### src/rtl/jk_bank_ctrl_pkg.sv
// rtl/jk_bank_ctrl_pkg.sv - opcode and FSM state types for the JK bank controller
package jk_ctrl_pkg;

    typedef logic [2:0] op_t;

    localparam op_t OP_NOP    = 3'd0;
    localparam op_t OP_SET    = 3'd1;
    localparam op_t OP_CLEAR  = 3'd2;
    localparam op_t OP_TOGGLE = 3'd3;
    localparam op_t OP_LOAD   = 3'd4;
    localparam op_t OP_UP     = 3'd5;
    localparam op_t OP_DOWN   = 3'd6;

    typedef enum logic [1:0] {
        IDLE  = 2'd0,
        EXEC  = 2'd1,
        COUNT = 2'd2,
        DONE  = 2'd3
    } state_t;

endpackage

### src/rtl/jk_bank_ctrl_if.sv
// rtl/jk_bank_ctrl_if.sv - command handshake and bank observation bus
interface jk_bank_ctrl_if
    import jk_ctrl_pkg::*;
#(
    parameter int WIDTH = 4,
    parameter int CNT_W = 8
);
    logic             cmd_valid;
    logic             cmd_ready;
    op_t              cmd_op;
    logic [WIDTH-1:0] cmd_data;
    logic [CNT_W-1:0] cmd_count;
    logic [WIDTH-1:0] j_drv;
    logic [WIDTH-1:0] k_drv;
    logic [WIDTH-1:0] q;
    logic             busy;
    logic             done;

    modport master (
        output cmd_valid, cmd_op, cmd_data, cmd_count,
        input  cmd_ready, j_drv, k_drv, q, busy, done
    );

    modport slave (
        input  cmd_valid, cmd_op, cmd_data, cmd_count,
        output cmd_ready, j_drv, k_drv, q, busy, done
    );

endinterface

### src/rtl/jk_bank_ctrl_cell.sv
// rtl/jk_bank_ctrl_cell.sv - single JK flip-flop with synchronous active-high reset
module jk_cell (
    input  logic clk_i,
    input  logic rst_i,
    input  logic j_i,
    input  logic k_i,
    output logic q_o,
    output logic qbar_o
);
    logic q_q;

    always_ff @(posedge clk_i) begin
        if (rst_i) begin
            q_q <= 1'b0;
        end else begin
            case ({j_i, k_i})
                2'b01:   q_q <= 1'b0;
                2'b10:   q_q <= 1'b1;
                2'b11:   q_q <= ~q_q;
                default: q_q <= q_q;
            endcase
        end
    end

    assign q_o    = q_q;
    assign qbar_o = ~q_q;

endmodule

### src/rtl/jk_bank_ctrl.sv
// rtl/jk_bank_ctrl.sv - command FSM driving a bank of JK cells via the excitation rule
module jk_bank_ctrl
    import jk_ctrl_pkg::*;
#(
    parameter int WIDTH = 4,
    parameter int CNT_W = 8
) (
    input  logic          clk,
    input  logic          rst,
    jk_bank_ctrl_if.slave bus
);
    state_t           state_q, state_d;
    op_t              op_q, op_d;
    logic [WIDTH-1:0] data_q, data_d;
    logic [CNT_W-1:0] cnt_q, cnt_d;
    logic [WIDTH-1:0] q_w, nxt, j_w, k_w;
    logic [WIDTH-1:0] unused_qbar;
    logic             ready_w, done_w;

    always_ff @(posedge clk) begin
        if (rst) begin
            state_q <= IDLE;
            op_q    <= OP_NOP;
            data_q  <= '0;
            cnt_q   <= '0;
        end else begin
            state_q <= state_d;
            op_q    <= op_d;
            data_q  <= data_d;
            cnt_q   <= cnt_d;
        end
    end

    // Target state of the bank for the captured op; reserved codes hold like NOP.
    always_comb begin
        nxt = q_w;
        case (op_q)
            OP_SET:    nxt = '1;
            OP_CLEAR:  nxt = '0;
            OP_TOGGLE: nxt = ~q_w;
            OP_LOAD:   nxt = data_q;
            OP_UP:     nxt = q_w + WIDTH'(1);
            OP_DOWN:   nxt = q_w - WIDTH'(1);
            default:   nxt = q_w;
        endcase
    end

    always_comb begin
        state_d = state_q;
        op_d    = op_q;
        data_d  = data_q;
        cnt_d   = cnt_q;
        j_w     = '0;
        k_w     = '0;
        ready_w = 1'b0;
        done_w  = 1'b0;
        case (state_q)
            IDLE: begin
                ready_w = 1'b1;
                if (bus.cmd_valid) begin
                    op_d   = bus.cmd_op;
                    data_d = bus.cmd_data;
                    cnt_d  = bus.cmd_count;
                    if (bus.cmd_op == OP_UP || bus.cmd_op == OP_DOWN) begin
                        state_d = (bus.cmd_count == '0) ? DONE : COUNT;
                    end else begin
                        state_d = EXEC;
                    end
                end
            end
            EXEC: begin
                j_w     = nxt & ~q_w;
                k_w     = ~nxt & q_w;
                state_d = DONE;
            end
            COUNT: begin
                j_w   = nxt & ~q_w;
                k_w   = ~nxt & q_w;
                cnt_d = cnt_q - CNT_W'(1);
                if (cnt_q == CNT_W'(1)) begin
                    state_d = DONE;
                end
            end
            DONE: begin
                done_w  = 1'b1;
                state_d = IDLE;
            end
            default: state_d = IDLE;
        endcase
    end

    for (genvar i = 0; i < WIDTH; i++) begin : g_cell
        jk_cell u_cell (
            .clk_i  (clk),
            .rst_i  (rst),
            .j_i    (j_w[i]),
            .k_i    (k_w[i]),
            .q_o    (q_w[i]),
            .qbar_o (unused_qbar[i])
        );
    end

    assign bus.cmd_ready = ready_w;
    assign bus.done      = done_w;
    assign bus.busy      = (state_q != IDLE);
    assign bus.j_drv     = j_w;
    assign bus.k_drv     = k_w;
    assign bus.q         = q_w;

endmodule

### src/flat_wrapper.sv
// flat-port wrapper written by rule: the top's interface ports become plain ports
module jk_bank_ctrl_flat import jk_ctrl_pkg::*;
#(
    parameter int WIDTH = 4,
    parameter int CNT_W = 8
)
  (clk, rst, bus_cmd_valid, bus_cmd_op, bus_cmd_data, bus_cmd_count, bus_cmd_ready, bus_j_drv, bus_k_drv, bus_q, bus_busy, bus_done);
  jk_bank_ctrl_if #(.WIDTH(WIDTH), .CNT_W(CNT_W)) bus_i ();
  input  logic clk;
  input  logic rst;
  input wire logic [$bits(bus_i.cmd_valid)-1:0] bus_cmd_valid;
  input wire logic [$bits(bus_i.cmd_op)-1:0] bus_cmd_op;
  input wire logic [$bits(bus_i.cmd_data)-1:0] bus_cmd_data;
  input wire logic [$bits(bus_i.cmd_count)-1:0] bus_cmd_count;
  output wire logic [$bits(bus_i.cmd_ready)-1:0] bus_cmd_ready;
  output wire logic [$bits(bus_i.j_drv)-1:0] bus_j_drv;
  output wire logic [$bits(bus_i.k_drv)-1:0] bus_k_drv;
  output wire logic [$bits(bus_i.q)-1:0] bus_q;
  output wire logic [$bits(bus_i.busy)-1:0] bus_busy;
  output wire logic [$bits(bus_i.done)-1:0] bus_done;
  assign bus_i.cmd_valid = bus_cmd_valid;
  assign bus_i.cmd_op = bus_cmd_op;
  assign bus_i.cmd_data = bus_cmd_data;
  assign bus_i.cmd_count = bus_cmd_count;
  assign bus_cmd_ready = bus_i.cmd_ready;
  assign bus_j_drv = bus_i.j_drv;
  assign bus_k_drv = bus_i.k_drv;
  assign bus_q = bus_i.q;
  assign bus_busy = bus_i.busy;
  assign bus_done = bus_i.done;
  jk_bank_ctrl #(.WIDTH(WIDTH), .CNT_W(CNT_W)) u_core (.clk(clk), .rst(rst), .bus(bus_i));
endmodule
### config.mk
export PLATFORM = sky130hd
export DESIGN_NAME = jk_bank_ctrl_flat
export DESIGN_NICKNAME = d
export VERILOG_FILES = /design/src/rtl/jk_bank_ctrl_pkg.sv /design/src/rtl/jk_bank_ctrl_if.sv /design/src/rtl/jk_bank_ctrl_cell.sv /design/src/rtl/jk_bank_ctrl.sv /design/src/flat_wrapper.sv
export SDC_FILE = /design/constraint.sdc
export NUM_CORES = 1
export LEC_CHECK = 0
export ABC_AREA = 1
export BUFFER_PORTS_ARGS = -buffer_cell sky130_fd_sc_hd__buf_4
export CAP_MARGIN = 5
export CORE_MARGIN = 1.5
export CORE_UTILIZATION = 55
export CTS_BUF_LIST = sky130_fd_sc_hd__clkbuf_4
export CTS_CLUSTER_SIZE = 14
export DETAILED_ROUTE_END_ITERATION = 6
export PLACE_DENSITY = 0.81
export SLEW_MARGIN = 5
export SYNTH_ARGS = -nofsm -noshare
export SYNTH_HDL_FRONTEND = slang
export SYNTH_HIERARCHICAL = 1
export SYNTH_SLANG_ARGS = --single-unit
### constraint.sdc
create_clock -name clk -period 2.4 [get_ports clk]
set_clock_uncertainty 0.05 [all_clocks]
set_input_delay 0.48 -clock clk [delete_from_list [all_inputs] [get_ports clk]]
set_output_delay 0.48 -clock clk [all_outputs]
set_load 0.005 [all_outputs]
==> impl_metrics.toml <==
[outcome]
status = "complete, but fails checks"
violations = "setup timing"

[routing]
drc = 0
totalWireLength_um = 3796
dr.pass1.iters = 4
vias = 1554
drtIter0Drc = 48
wire_per_inst_um = 13.27
antenna_left = 0
vias_per_cell = 5.434

[timing]
period_needed_ns = 2.462
timing.fmax_mhz = 406.1
setup_slack_ns = -0.06237
rsz0062_at_grt = "yes"
relSlewSlack_pct = 71.75
tns_ns = -0.06237
period_share_pct = 102.6
worst_slew_pin_slew_ns = 0.4237
drv_slew = 0
whs_ns = 0.3590
hold_violations = 0
finalSetupViolCount = 1

[pwr]
p_per_area_mw_per_mm2 = 977.6
vdd_drop_max_v = 0.0007103
cellLeakagePower_nw = 0.8996
report.power.total_mw = 1.818

[yosys]
synth.net_count = 242
yosys_warnings = 6
synth_area_per_cell_um2 = 6.445
netlist_area_mm2 = 0.001405
synthCells = 218

[cells_and_area]
n_antenna_cell = 0
nets = 281
drive_above_1_share_pct = 30.08
syn_to_final_growth_pct = 32.32

[global_route]
grt_first_pass_wirelength_um = 5540
grt_use_total_pct = 26.45
antenna_found_initial = 0
grt_pass1_vias = 1329
grt_overflow = 0
grt_max_degree = 13

[placement]
port_buffers = 32
place.gp.congestion = 0.7887
hpwl_um = 2569

[worst_setup_path]
cp-end-kind = "output pin"
rr_startpoint = "u_core/op_q[2]"
reg2regPathDepth = 11
reg2reg_to = "u_core/g_cell[1].u_cell/q_o"
r2r_slack_ns = 0.52
required_ns = 1.87
path_class = "reg2out"
worst_setup_path_start_kind = "register"
crit_fanout = 5
crit_arrival_ns = 1.93

[clock_tree]
htree_levels = 1
ctsLongestPathBuffers = 2
cts.sinks = 21
path_clk_slew_ns = 0.13
cts_buffers = 3
tritoncts = "yes"
clk_latency_ns = 0.32
cts_root_buffer = "clkbuf_4"

[min_path]
holdCritPathClass = "in2reg"
whs_path_depth = 3
min-delay-start = "bus_cmd_data[3]"
min_to = "u_core/data_q[3]"

[die]
initial_core_util_pct = 57.24
die_x_um = 53.55
core_mm2 = 0.002455
die_h_um = 53.55
rows = 18
die_area_mm2 = 0.002867
io_pins = 33

[flow_run]
cap_violations = 0
[metrics by stage]
step / utilization (%) / std cells / cell area, um2 / setup WS, ns
after detailed placement: 68.04 / 277 / 1670 / 0.2181
after global routing: 75.74 / 286 / 1859 / -0.1357
after global placement: 68.04 / 277 / 1670 / 0.2648
after CTS: 71.20 / 284 / 1748 / 0.0005753
after floorplan: - / 218 / 1405 / 0.5011
final: 75.74 / 286 / 1859 / -0.06237
[flip-flops by register name (all words and copies together) (netlist names)]
name and count:
u_core/g_cell.u_cell/q_o 4, u_core/data_q 4, u_core/op_q 3, u_core/cnt_q 8, u_core/state_q 2
[worst max-delay path by stage]
stage,slack (ns),cells after the start,end,from
global route,-0.14,10,bus_k_drv[1],u_core/op_q[0]
global placement,0.26,8,bus_k_drv[1],u_core/op_q[1]
detailed placement,0.22,8,bus_k_drv[1],u_core/op_q[1]
CTS,0.0006,9,bus_j_drv[1],u_core/op_q[0]
floorplan,0.50,7,bus_k_drv[1],u_core/g_cell[1].u_cell/q_o
finish,-0.06,8,bus_k_drv[1],u_core/op_q[2]
[final cells by class]
| cell class | count | area (um2) |
|---|---|---|
| timing repair buffer | 38 | 289.0 |
| multi-input combinational | 160 | 939.7 |
| sequential | 21 | 434.2 |
| inverter | 33 | 128.9 |
| tap | 30 | 37.54 |
| clock buffer | 4 | 30.03 |
| fill | 188 | 595.6 |
[where the power goes]
| group | internal, mW | leakage, nW | switching (mW) |
|---|---|---|---|
| sequential | 0.462 | 0.176 | 0.108 |
| combinational | 0.416 | 0.705 | 0.637 |
| clock | 0.0763 | 0.0184 | 0.119 |
| total | 0.954 | 0.900 | 0.864 |
[cell usage in the layout, fill, tap and decap left out, drive strengths merged, types with 4 or more instances in the layout]
master	count
a21oi	14
nor2	32
clkbuf	4
buf	38
nand3	13
inv	33
ha	6
nor3	4
dfxtp	21
o21ai	23
nand2	47
[worst max-delay path, stage by stage (launching register included)]
cell	delay, ns
dfxtp_2	0.43
nand4_1	0.18
nand2_2	0.13
inv_2	0.05
ha_4	0.21
nand2_4	0.07
o2111ai_4	0.10
nor3_2	0.27
buf_4	0.17
[what timing repair did]
action	4_1_cts	5_1_grt
hold buffers	0	0
pin swaps	1	7
resized for setup	8	27
setup buffers	3	2
hold endpoints to repair	0	0
endpoints found under the setup margin	4	5
[layer usage]
metal  vias to the layer above  global-route usage (%)  share of wire, %
met5                         -                       0                 0
met4                         0                   10.26               2.5
met3                        10                   4.444               4.3
met2                        48                   47.33                51
met1                       699                   31.33                42
li1                        797                       -                 -
Note: power is estimated with default switching activity, not from simulation.
